`src/rtl/exe_ctrl_pkg.sv`:
```
// Shared constants for the execute-stage control unit: ALU codes, ALUOp classes,
// sequencer states and mul/div op predicates.
package exe_ctrl_pkg;

  localparam logic [3:0] ALU_NOP  = 4'd0;
  localparam logic [3:0] ALU_AND  = 4'd1;
  localparam logic [3:0] ALU_XOR  = 4'd2;
  localparam logic [3:0] ALU_SLL  = 4'd3;
  localparam logic [3:0] ALU_ADD  = 4'd4;
  localparam logic [3:0] ALU_SUB  = 4'd5;
  localparam logic [3:0] ALU_MUL  = 4'd6;
  localparam logic [3:0] ALU_SRA  = 4'd7;
  localparam logic [3:0] ALU_DIV  = 4'd8;
  localparam logic [3:0] ALU_DIVU = 4'd9;
  localparam logic [3:0] ALU_REM  = 4'd10;
  localparam logic [3:0] ALU_REMU = 4'd11;
  localparam logic [3:0] ALU_OR   = 4'd12;
  localparam logic [3:0] ALU_SRL  = 4'd13;

  localparam logic [1:0] ALUOP_ITYPE  = 2'b00;
  localparam logic [1:0] ALUOP_RTYPE  = 2'b01;
  localparam logic [1:0] ALUOP_BRANCH = 2'b10;
  localparam logic [1:0] ALUOP_RSVD   = 2'b11;

  localparam logic [6:0] F7_BASE   = 7'b0000000;
  localparam logic [6:0] F7_ALT    = 7'b0100000;
  localparam logic [6:0] F7_MULDIV = 7'b0000001;

  localparam logic [1:0] ST_IDLE = 2'd0;
  localparam logic [1:0] ST_RUN  = 2'd1;
  localparam logic [1:0] ST_DONE = 2'd2;

  function automatic logic is_md_op(input logic [3:0] code);
    return (code == ALU_MUL) || ((code >= ALU_DIV) && (code <= ALU_REMU));
  endfunction

  function automatic logic is_rem_op(input logic [3:0] code);
    return (code == ALU_REM) || (code == ALU_REMU);
  endfunction

  function automatic logic is_signed_div(input logic [3:0] code);
    return (code == ALU_DIV) || (code == ALU_REM);
  endfunction

endpackage

```
`src/rtl/md_iter_core.sv`:
```
// Iterative mul/div datapath: shift-add multiply and restoring divide on magnitudes,
// one step per cycle, with sign and divide-by-zero fix-up on the final result.
module md_iter_core
  import exe_ctrl_pkg::*;
#(
  parameter int unsigned XLEN = 32
) (
  input  logic            clk_i,
  input  logic            rst_i,
  input  logic            load_i,
  input  logic            step_i,
  input  logic [3:0]      op_i,
  input  logic [XLEN-1:0] rs1_i,
  input  logic [XLEN-1:0] rs2_i,
  output logic [XLEN-1:0] res_o
);

  logic [3:0]      op_q, op_d;
  logic [XLEN-1:0] orig_q, orig_d;
  logic [XLEN-1:0] acc_q, acc_d;
  logic [XLEN-1:0] sh_q, sh_d;
  logic [XLEN-1:0] dv_q, dv_d;
  logic            neg_quo_q, neg_quo_d;
  logic            neg_rem_q, neg_rem_d;
  logic            dz_q, dz_d;

  logic            a_neg, b_neg;
  logic [XLEN-1:0] a_mag, b_mag;
  logic [XLEN:0]   rem_sh, divisor_ext;
  logic            ge;
  logic [XLEN-1:0] acc_n, sh_n, dv_n;
  logic [XLEN-1:0] quo_fix, rem_fix;

  always_comb begin
    a_neg = is_signed_div(op_i) & rs1_i[XLEN-1];
    b_neg = is_signed_div(op_i) & rs2_i[XLEN-1];
    a_mag = a_neg ? (~rs1_i + 1'b1) : rs1_i;
    b_mag = b_neg ? (~rs2_i + 1'b1) : rs2_i;
  end

  // One iteration; acc/sh hold product/multiplier for MUL, remainder/quotient for divides.
  always_comb begin
    rem_sh      = {acc_q, sh_q[XLEN-1]};
    divisor_ext = {1'b0, dv_q};
    ge          = (rem_sh >= divisor_ext);
    if (op_q == ALU_MUL) begin
      acc_n = acc_q + (sh_q[0] ? dv_q : '0);
      sh_n  = sh_q >> 1;
      dv_n  = dv_q << 1;
    end else begin
      acc_n = ge ? XLEN'(rem_sh - divisor_ext) : rem_sh[XLEN-1:0];
      sh_n  = {sh_q[XLEN-2:0], ge};
      dv_n  = dv_q;
    end
  end

  // Meaningful only in the cycle of the final step, when the top captures it.
  always_comb begin
    quo_fix = neg_quo_q ? (~sh_n + 1'b1) : sh_n;
    rem_fix = neg_rem_q ? (~acc_n + 1'b1) : acc_n;
    if (op_q == ALU_MUL) begin
      res_o = acc_n;
    end else if (is_rem_op(op_q)) begin
      res_o = dz_q ? orig_q : rem_fix;
    end else if (is_md_op(op_q)) begin
      res_o = dz_q ? '1 : quo_fix;
    end else begin
      res_o = '0;
    end
  end

  always_comb begin
    op_d      = op_q;
    orig_d    = orig_q;
    acc_d     = acc_q;
    sh_d      = sh_q;
    dv_d      = dv_q;
    neg_quo_d = neg_quo_q;
    neg_rem_d = neg_rem_q;
    dz_d      = dz_q;
    if (load_i) begin
      op_d      = op_i;
      orig_d    = rs1_i;
      acc_d     = '0;
      neg_quo_d = a_neg ^ b_neg;
      neg_rem_d = a_neg;
      dz_d      = (rs2_i == '0);
      if (op_i == ALU_MUL) begin
        sh_d = rs2_i;
        dv_d = rs1_i;
      end else begin
        sh_d = a_mag;
        dv_d = b_mag;
      end
    end else if (step_i) begin
      acc_d = acc_n;
      sh_d  = sh_n;
      dv_d  = dv_n;
    end
  end

  always_ff @(posedge clk_i or posedge rst_i) begin
    if (rst_i) begin
      op_q      <= ALU_NOP;
      orig_q    <= '0;
      acc_q     <= '0;
      sh_q      <= '0;
      dv_q      <= '0;
      neg_quo_q <= 1'b0;
      neg_rem_q <= 1'b0;
      dz_q      <= 1'b0;
    end else begin
      op_q      <= op_d;
      orig_q    <= orig_d;
      acc_q     <= acc_d;
      sh_q      <= sh_d;
      dv_q      <= dv_d;
      neg_quo_q <= neg_quo_d;
      neg_rem_q <= neg_rem_d;
      dz_q      <= dz_d;
    end
  end

endmodule

```
`src/rtl/exe_ctrl_unit.sv`:
```
// Execute-stage control: ALUOp/funct decoder plus IDLE/RUN/DONE sequencer for RV32M.
// Define EXE_MD_EARLY_EN to let zero-operand mul/div ops skip the iterative RUN phase.
module exe_ctrl_unit
  import exe_ctrl_pkg::*;
#(
  parameter int unsigned XLEN   = 32,
  parameter int unsigned CTRL_W = 4
) (
  input  logic              clk_i,
  input  logic              rst_i,
  input  logic              start_i,
  input  logic              flush_i,
  input  logic [1:0]        ALUOp_i,
  input  logic [9:0]        funct_i,
  input  logic [XLEN-1:0]   rs1_i,
  input  logic [XLEN-1:0]   rs2_i,
  output logic [CTRL_W-1:0] ALUCtrl_o,
  output logic              md_busy_o,
  output logic              md_done_o,
  output logic [XLEN-1:0]   md_result_o
);

  localparam int unsigned CntW = $clog2(XLEN);
  localparam logic [CntW-1:0] CntLast = CntW'(XLEN - 1);

  logic [6:0]      funct7;
  logic [2:0]      funct3;
  logic [3:0]      alu_code;
  logic [1:0]      state_q, state_d;
  logic [CntW-1:0] cnt_q, cnt_d;
  logic [XLEN-1:0] result_q, result_d;
  logic            md_start;
  logic            core_load, core_step;
  logic [XLEN-1:0] core_res;

  assign funct7 = funct_i[9:3];
  assign funct3 = funct_i[2:0];

  always_comb begin
    alu_code = ALU_NOP;
    case (ALUOp_i)
      ALUOP_ITYPE: begin
        case (funct3)
          3'b000:  alu_code = ALU_ADD;
          3'b101:  alu_code = ALU_SRA;
          3'b110:  alu_code = ALU_OR;
          default: alu_code = ALU_NOP;
        endcase
      end
      ALUOP_RTYPE: begin
        if (funct7 == F7_BASE) begin
          case (funct3)
            3'b111:  alu_code = ALU_AND;
            3'b100:  alu_code = ALU_XOR;
            3'b001:  alu_code = ALU_SLL;
            3'b000:  alu_code = ALU_ADD;
            3'b110:  alu_code = ALU_OR;
            3'b101:  alu_code = ALU_SRL;
            default: alu_code = ALU_NOP;
          endcase
        end else if (funct7 == F7_ALT && funct3 == 3'b000) begin
          alu_code = ALU_SUB;
        end else if (funct7 == F7_MULDIV) begin
          case (funct3)
            3'b000:  alu_code = ALU_MUL;
            3'b100:  alu_code = ALU_DIV;
            3'b101:  alu_code = ALU_DIVU;
            3'b110:  alu_code = ALU_REM;
            3'b111:  alu_code = ALU_REMU;
            default: alu_code = ALU_NOP;
          endcase
        end
      end
      ALUOP_BRANCH: alu_code = ALU_SUB;
      default:      alu_code = ALU_NOP;
    endcase
  end

  assign ALUCtrl_o = CTRL_W'(alu_code);

  assign md_start  = (state_q == ST_IDLE) & start_i & is_md_op(alu_code) & ~flush_i;
  assign md_busy_o = md_start | (state_q == ST_RUN);
  assign md_done_o = (state_q == ST_DONE);
  assign md_result_o = result_q;

`ifdef EXE_MD_EARLY_EN
  logic            early_hit;
  logic [XLEN-1:0] early_res;

  // Zero operands have trivially known results, so these bypass the iterative core.
  always_comb begin
    early_hit = 1'b0;
    early_res = '0;
    if (alu_code == ALU_MUL) begin
      early_hit = (rs1_i == '0) || (rs2_i == '0);
    end else begin
      early_hit = (rs2_i == '0);
      early_res = is_rem_op(alu_code) ? rs1_i : '1;
    end
  end
`endif

  always_comb begin
    state_d   = state_q;
    cnt_d     = cnt_q;
    result_d  = result_q;
    core_load = 1'b0;
    core_step = 1'b0;
    case (state_q)
      ST_IDLE: begin
        if (md_start) begin
          core_load = 1'b1;
          cnt_d     = '0;
          state_d   = ST_RUN;
`ifdef EXE_MD_EARLY_EN
          if (early_hit) begin
            state_d  = ST_DONE;
            result_d = early_res;
          end
`endif
        end
      end
      ST_RUN: begin
        // Flush wins over completion so an aborted op never reports a result.
        if (flush_i) begin
          state_d = ST_IDLE;
        end else begin
          core_step = 1'b1;
          if (cnt_q == CntLast) begin
            state_d  = ST_DONE;
            result_d = core_res;
          end else begin
            cnt_d = cnt_q + 1'b1;
          end
        end
      end
      ST_DONE: state_d = ST_IDLE;
      default: state_d = ST_IDLE;
    endcase
  end

  always_ff @(posedge clk_i or posedge rst_i) begin
    if (rst_i) begin
      state_q  <= ST_IDLE;
      cnt_q    <= '0;
      result_q <= '0;
    end else begin
      state_q  <= state_d;
      cnt_q    <= cnt_d;
      result_q <= result_d;
    end
  end

  md_iter_core #(
    .XLEN(XLEN)
  ) u_md_iter_core (
    .clk_i  (clk_i),
    .rst_i  (rst_i),
    .load_i (core_load),
    .step_i (core_step),
    .op_i   (alu_code),
    .rs1_i  (rs1_i),
    .rs2_i  (rs2_i),
    .res_o  (core_res)
  );

endmodule

```
`config.mk`:
```
export PLATFORM = sky130hd
export DESIGN_NAME = exe_ctrl_unit
export DESIGN_NICKNAME = d
export VERILOG_FILES = /design/src/rtl/exe_ctrl_pkg.sv /design/src/rtl/md_iter_core.sv /design/src/rtl/exe_ctrl_unit.sv
export SDC_FILE = /design/constraint.sdc
export NUM_CORES = 1
export LEC_CHECK = 0
export BUFFER_PORTS_ARGS = -buffer_cell sky130_fd_sc_hd__buf_2
export CELL_PAD_IN_SITES_DETAIL_PLACEMENT = 1
export CELL_PAD_IN_SITES_GLOBAL_PLACEMENT = 2
export CORE_MARGIN = 3
export CORE_UTILIZATION = 37
export CTS_CLUSTER_SIZE = 40
export DETAILED_ROUTE_END_ITERATION = 8
export GPL_ROUTABILITY_DRIVEN = 0
export GPL_TIMING_DRIVEN = 0
export PLACE_DENSITY = 0.88
export SLEW_MARGIN = 20
export SYNTH_ARGS = -nofsm -noshare
export SYNTH_HDL_FRONTEND = slang
export SYNTH_HIERARCHICAL = 1
export SYNTH_SLANG_ARGS = --single-unit
```
`constraint.sdc`:
```
create_clock -name clk_i -period 7.1 [get_ports clk_i]
set_input_delay 0.355 -clock clk_i [delete_from_list [all_inputs] [get_ports clk_i]]
set_output_delay 0.355 -clock clk_i [all_outputs]
set_load 0.005 [all_outputs]
```
==> impl_metrics.py, run 1 <==
metrics = {
    "run_status": {
        "outcome": "completed",
    },
    "timing": {
        "rsz0062_at_grt": "no",
        "worst_slew_pin_slew_ns": 1.12,
        "fin_skew_ns": 0.00913,
        "hold_viol": 0,
        "max_freq_mhz": 142,
        "fin_hold_ws_ns": 0.194,
        "finalCritPeriodShare": 0.994,
        "setup_viol": 0,
        "slew_violations": 0,
        "slew_headroom": 0.251,
        "fin_crit_ns": 7.05,
    },
    "worst_setup_path": {
        "max_stage_delay_ns": 0.79,
        "ff2ff_path_depth": 14,
        "critPathMaxFanout": 10,
        "cp_top_family": "buffers and inverters",
        "crit_chain": "nor4bb_1 -> buf_4 -> clkbuf_1 -> clkbuf_1 -> buf_2 -> buf_2 -> buf_1 -> clkbuf_2 -> clkbuf_2 -> mux2i_1 -> xor2_1 -> a211oi_1 -> o21ai_0 -> mux2_2",
        "start_kind": "flip-flop",
        "critical_path_arrival_ns": 7.39,
        "cp.required_ns": 7.44,
        "cp_slowest_cell": "nor4bb_1",
        "worst-path-stages": 14,
        "critPathKind": "reg -> reg",
        "end_kind": "flip-flop",
        "cp.buffers_inverters": 8,
    },
    "routing": {
        "viasPerCell": 6.02,
        "vias": 17974,
        "route.detailed.drc": 0,
        "routed_wl_mm": 74.2,
        "drtIter0Drc": 1282,
        "ant_nets": 0,
        "wl_per_cell_um": 24.9,
        "drt_first_pass_iters": 5,
    },
    "logic_synthesis": {
        "syn_nets": 2388,
        "yosysSeqAreaShare": 0.255,
        "synth-main-ff-cell": "dfrtp_1",
        "synth-edff-count": 0,
        "synth_simple_gate_area_frac": 0.211,
        "synth_mux_area_frac": 0.0968,
        "synth_xor_area_frac": 0.0718,
        "syn_area_per_cell_um2": 7.64,
        "synth_cell_types": 95,
        "synth_compound_area_frac": 0.258,
        "ys_warn_count": 6,
        "synthCells": 2237,
        "synthAdderAreaFrac": 0.0529,
        "syn_area_um2": 17100,
        "ys_async_sr_fraction": 1.00,
        "ys_ff_latch": 174,
        "synth_top_family_by_area": "compound AO/OA/AOI/OAI gates",
    },
    "cells_and_area": {
        "fin_util": 0.419,
        "final_cell_mix": "nand2_1, o21ai_0, nor2_1, a21oi_1, dfrtp_1",
        "area_growth_syn_to_layout_pct": 11.7,
        "final_common_cell": "nand2_1",
        "final_nets": 2525,
        "layout-drive-gt1-share": 0.121,
        "fill_cells": 5762,
        "n_antenna_cell": 0,
    },
    "floorplanning": {
        "die_area_um2": 48800,
        "ioPinCount": 118,
        "start_util": 0.376,
        "rows": 78,
        "core-area_um2": 45500,
        "fp.dieW_um": 221,
        "fp.dieH_um": 221,
    },
    "global_routing": {
        "antenna_found_initial": 0,
        "grt_overflow": 0,
        "grt_max_degree": 95,
        "grt_pass1_vias": 18577,
        "grt_pass1_wl_mm": 112,
        "grt_usage": 0.296,
    },
    "clock_network": {
        "cts_buffers": 17,
        "cts_htree_levels": 4,
        "tritoncts": "yes",
        "ctsLongestPathBuffers": 2,
        "cts_root_buf": "clkbuf_16",
        "postCtsSetupBuffers": 0,
        "cts.clk_slew.worst_paths_ns": 0.07,
        "clkLatencyLatePin_ns": 0.45,
        "clkSinkCount": 174,
    },
    "placement": {
        "place_hpwl_mm": 61.0,
        "portBuffers": 115,
    },
    "power": {
        "p_per_area_nw_per_um2": 403,
        "power.leakage_nw": 7.92,
        "vdd_drop_max_v": 0.000130,
    },
    "hold_path": {
        "hold_depth": 3,
        "hold_class": "in -> reg",
    },
    "job": {
        "max_cap_viol_count": 0,
    },
}
==> Yosys cell counts (18+ instances only) <==
cell type / number / share of area
a211oi_1: 18 / 0.0079
a21oi_1: 187 / 0.055
a31oi_1: 34 / 0.012
and2_1: 45 / 0.016
clkbuf_1: 95 / 0.021
dfrtp_1: 174 / 0.25
ha_1: 69 / 0.051
inv_1: 83 / 0.018
mux2_2: 65 / 0.043
mux2i_1: 86 / 0.050
nand2_1: 261 / 0.057
nand2b_1: 25 / 0.0092
nand3_1: 51 / 0.015
nand4_1: 28 / 0.010
nor2_1: 187 / 0.041
nor2b_1: 18 / 0.0066
nor3_1: 55 / 0.016
o211ai_1: 49 / 0.022
o21ai_0: 248 / 0.073
o31ai_1: 23 / 0.010
or3_1: 18 / 0.0066
xnor2_1: 77 / 0.039
xor2_1: 63 / 0.032
==> sequential cells by signal, indices dropped and copies added, names as in the netlist <==
register / count
md_result_o: 32
u_md_iter_core/acc_q: 32
u_md_iter_core/dv_q: 32
u_md_iter_core/orig_q: 32
u_md_iter_core/sh_q: 32
cnt_q: 5
u_md_iter_core/op_q: 4
state_q: 2
u_md_iter_core/dz_q: 1
u_md_iter_core/neg_quo_q: 1
u_md_iter_core/neg_rem_q: 1
==> cells by family (layout without fill, tap and decap cells) <==
logic type,after synthesis,count (layout)
simple gates,759,759
compound gates,719,719
buf+inv,219,369
flops,174,174
mux,155,155
xor+xnor,140,140
fa+ha+maj,71,71
==> repair_timing <==
item / CTS / global route
hold buffers: 1 / 0
cloned: 0 / 0
setup endpoints to repair: 4 / 5
hold endpoints to repair: 52 / 0
gates resized for setup: 1 / 5
==> metal layers <==
metal | share of wire | routed length, µm | global-route usage | vias to the layer above
met3 | 0.057 | 4200 | 0.0334 | 167
met1 | 0.43 | 31700 | 0.381 | 8843
met4 | 0.055 | 4090 | 0.149 | 0
met5 | 0 | 0 | 0 | -
li1 | - | - | - | 8365
met2 | 0.46 | 34300 | 0.492 | 599
==> worst paths after layout <==
path,slack [ns],endpoint,start
worst max-delay path,0.05,md_result_o[19],u_md_iter_core/op_q[1]
worst min-delay path,0.19,u_md_iter_core/orig_q[12],rs1_i[12]
worst max register to register,0.05,md_result_o[19],u_md_iter_core/op_q[1]
worst min register to register,0.50,md_result_o[26],md_result_o[26]
max in group asynchronous,5.82,u_md_iter_core/orig_q[15],rst_i
min in group asynchronous,0.44,cnt_q[4],rst_i
==> final cells by class <==
class / instances / area (µm²) / share of cell area
clock inverter: 10 / 135 / 0.00708
clock buffer: 22 / 464 / 0.0243
tap: 600 / 751 / 0.0394
inverter: 84 / 323 / 0.0169
sequential: 174 / 4350 / 0.228
buffer: 135 / 621 / 0.0325
timing repair buffer: 118 / 633 / 0.0332
multi-input combinational: 1844 / 11800 / 0.618
==> worst reg2reg max path: cells and delay by family (launching register included) <==
kind                      cells  cell delay (ns)
DFF                           1             0.64
AOI/OAI and AO/OA             2             0.54
muxes                         2             0.68
buffers and inverters         8             4.16
and+or+nand+nor               1             0.79
xor gates and xnor gates      1             0.12
==> metrics by stage <==
stage | setup TNS [ns] | area [µm²] | setup WS (ns) | cells | power, W
finish | 0 | 19100 | 0.0456 | 2987 | 0.00768
global route | 0 | 19100 | 0.0810 | 2987 | 0.00820
CTS | 0 | 19100 | 0.0470 | 2987 | 0.00754
detailed placement | -0.305 | 18500 | -0.166 | 2954 | 0.00651
global placement | -0.144 | 18400 | -0.135 | 2952 | 0.00637
floorplan | 0 | 17100 | 2.17 | 2237 | 0.00493
==> power breakdown <==
group / switching, W / total [W] / internal (W)
registers: 0.000340 / 0.00154 / 0.00120
logic: 0.00337 / 0.00516 / 0.00179
clock network: 0.000407 / 0.000979 / 0.000572
Note: power is estimated with default switching activity, not from simulation.
==> inputs of run 2 (changes only) <==
- CORE_UTILIZATION: 37 -> 33
- PLACE_DENSITY: 0.88 -> 0.8
==> run 2 against run 1 <==
  * Global-route usage fell by 1.8 points
  * Setup slack improved by 0.0034 ns
  * Clock skew rose by 0.0019 ns
  * Count of clock-buffer cells in the layout fell by 4
  * Design area rose by 0.75%
  * Sequential power barely moved
  * Core utilization fell by 4.0 points
  * Sequential share of layout area fell by 0.17 points
  * Clock power rose by 4%
  * Die area rose by 12%
==> impl_metrics.py, run 2 (synthesis results as in run 1) <==
metrics = {
    "routing": {
        "route.met2.wl_mm": 35.3,
        "routed_wl_mm": 76.3,
        "wl_per_cell_um": 24.9,
        "drtIter0Drc": 1284,
        "wl_met1_mm": 33.5,
        "route.detailed.drc": 0,
        "routed-wl-met3_mm": 3.73,
        "highest_layer": "met4",
        "viasPerCell": 5.82,
        "ant_nets": 0,
        "vias": 17818,
        "drt_first_pass_iters": 5,
    },
    "global_routing": {
        "grt_usage": 0.277,
        "grt_pass1_wl_mm": 113,
        "grt_max_degree": 104,
        "grt_overflow": 0,
        "antenna_found_initial": 1,
        "grt_pass1_vias": 18138,
    },
    "worst_setup_path": {
        "critPathKind": "reg -> reg",
        "crit_chain": "nor4bb_2 -> buf_4 -> clkbuf_1 -> clkdlybuf4s15_1 -> buf_2 -> buf_2 -> buf_1 -> clkbuf_2 -> clkdlybuf4s15_1 -> o21bai_1 -> o21ai_0 -> o21ai_0 -> nand2_1 -> o21ai_0 -> mux2_2",
        "worst-path-stages": 15,
        "cp.required_ns": 7.44,
        "end_kind": "flip-flop",
        "cp_slowest_cell": "clkdlybuf4s15_1",
        "start_kind": "flip-flop",
        "cp.buffers_inverters": 8,
        "cp_top_family": "buffers and inverters",
        "critPathMaxFanout": 10,
        "critical_path_arrival_ns": 7.39,
        "crit_top_cell": "o21ai_0",
        "ff2ff_path_depth": 15,
        "max_stage_delay_ns": 0.81,
    },
    "clock_network": {
        "clkLatencyLatePin_ns": 0.46,
        "ctsLongestPathBuffers": 2,
        "cts.clk_slew.worst_paths_ns": 0.07,
        "clkSinkCount": 174,
        "cts_htree_levels": 4,
        "tritoncts": "yes",
        "cts_buffers": 17,
        "cts_root_buf": "clkbuf_16",
    },
    "power": {
        "p_per_area_nw_per_um2": 402,
        "power.leakage_nw": 7.92,
        "p_total_w": 0.00772,
        "vdd_drop_max_v": 0.000162,
    },
    "cells_and_area": {
        "layout-drive-gt1-share": 0.122,
        "fill_cells": 6383,
        "final_common_cell": "nand2_1",
        "final_nets": 2525,
        "final_cell_mix": "nand2_1, o21ai_0, nor2_1, a21oi_1, dfrtp_1",
        "area_growth_syn_to_layout_pct": 12.5,
    },
    "job": {
        "max_cap_viol_count": 0,
    },
    "placement": {
        "portBuffers": 115,
        "pre_cts_ws_ns": -0.182,
        "place_hpwl_mm": 62.7,
    },
    "floorplanning": {
        "start_util": 0.337,
        "rows": 82,
        "ioPinCount": 118,
        "die_area_um2": 54500,
        "fp.dieW_um": 234,
        "core-area_um2": 50700,
        "fp.dieH_um": 234,
    },
    "timing": {
        "fin_crit_ns": 7.05,
        "max_freq_mhz": 142,
        "setup_tns_ns": 0,
        "slew_headroom": 0.259,
        "fin_skew_ns": 0.0110,
        "worst_slew_pin_slew_ns": 1.11,
        "finalCritPeriodShare": 0.993,
        "final.setup.worst_slack_ns": 0.0490,
        "slew_violations": 0,
        "setup_viol": 0,
        "rsz0062_at_grt": "no",
        "hold_viol": 0,
    },
    "run_status": {
        "outcome": "completed",
    },
    "hold_path": {
        "hold_depth": 2,
        "hold_class": "in -> reg",
    },
}
[run 2: report_power, final]
part	switching [W]	leakage (nW)	total (W)	internal (W)
combinational	0.00336	5.33	0.00516	0.00179
clock	0.000427	0.291	0.00102	0.000598
sequential	0.000341	2.29	0.00154	0.00120
total	0.00413	7.92	0.00772	0.00359
[run 2: cell type report]
| cell class | count | area (µm²) | area share |
|---|---|---|---|
| Timing Repair Buffer | 118 | 633 | 0.0329 |
| Multi-Input combinational cell | 1844 | 11800 | 0.614 |
| Clock buffer | 18 | 439 | 0.0229 |
| Antenna cell | 2 | 5.00 | 0.000260 |
| Clock inverter | 13 | 189 | 0.00983 |
| Tap cell | 672 | 841 | 0.0438 |
| Inverter | 84 | 323 | 0.0168 |
| Buffer | 135 | 632 | 0.0329 |
| Sequential cell | 174 | 4350 | 0.227 |
[run 2: worst paths after layout]
| kind | start | to | slack [ns] |
|---|---|---|---|
| worst max-delay path | u_md_iter_core/op_q[1] | md_result_o[12] | 0.05 |
| max in group asynchronous | rst_i | u_md_iter_core/dv_q[3] | 5.84 |
| worst min register to register | md_result_o[5] | md_result_o[5] | 0.50 |
| worst max register to register | u_md_iter_core/op_q[1] | md_result_o[12] | 0.05 |
| worst min-delay path | rs1_i[8] | u_md_iter_core/orig_q[8] | 0.21 |
| min in group asynchronous | rst_i | u_md_iter_core/acc_q[29] | 0.44 |
[run 2: per-stage QoR]
| stage | hold slack [ns] | utilization | cell area [µm²] | cells |
|---|---|---|---|---|
| after floorplan | 0.472 | - | 17100 | 2237 |
| after global placement | 0.489 | 0.365 | 18500 | 3024 |
| after detailed placement | 0.353 | 0.366 | 18600 | 3026 |
| after CTS | 0.193 | 0.379 | 19200 | 3058 |
| after global routing | 0.206 | 0.379 | 19200 | 3058 |
| final | 0.211 | 0.379 | 19200 | 3060 |
[run 2: repair_timing]
action,CTS,global route
endpoints found under the hold margin,48,0
gates resized for setup,1,8
setup endpoints to repair,5,9
hold buffers,1,0
setup buffers,0,0
[run 2: metal layers]
layer	up-vias	GRT usage
met2	525	0.458
met1	8779	0.362
met3	155	0.0328
met4	0	0.131
li1	8359	-
met5	-	0
[run 2: worst register-to-register path, stage by stage, from the launching register on]
cell and delay, ns:
dfrtp_1 0.63, nor4bb_2 0.56, buf_4 0.28, clkbuf_1 0.44
clkdlybuf4s15_1 0.77, buf_2 0.46, buf_2 0.43, buf_1 0.71
clkbuf_2 0.54, clkdlybuf4s15_1 0.81, o21bai_1 0.30, o21ai_0 0.28
o21ai_0 0.13, nand2_1 0.08, o21ai_0 0.18, mux2_2 0.34
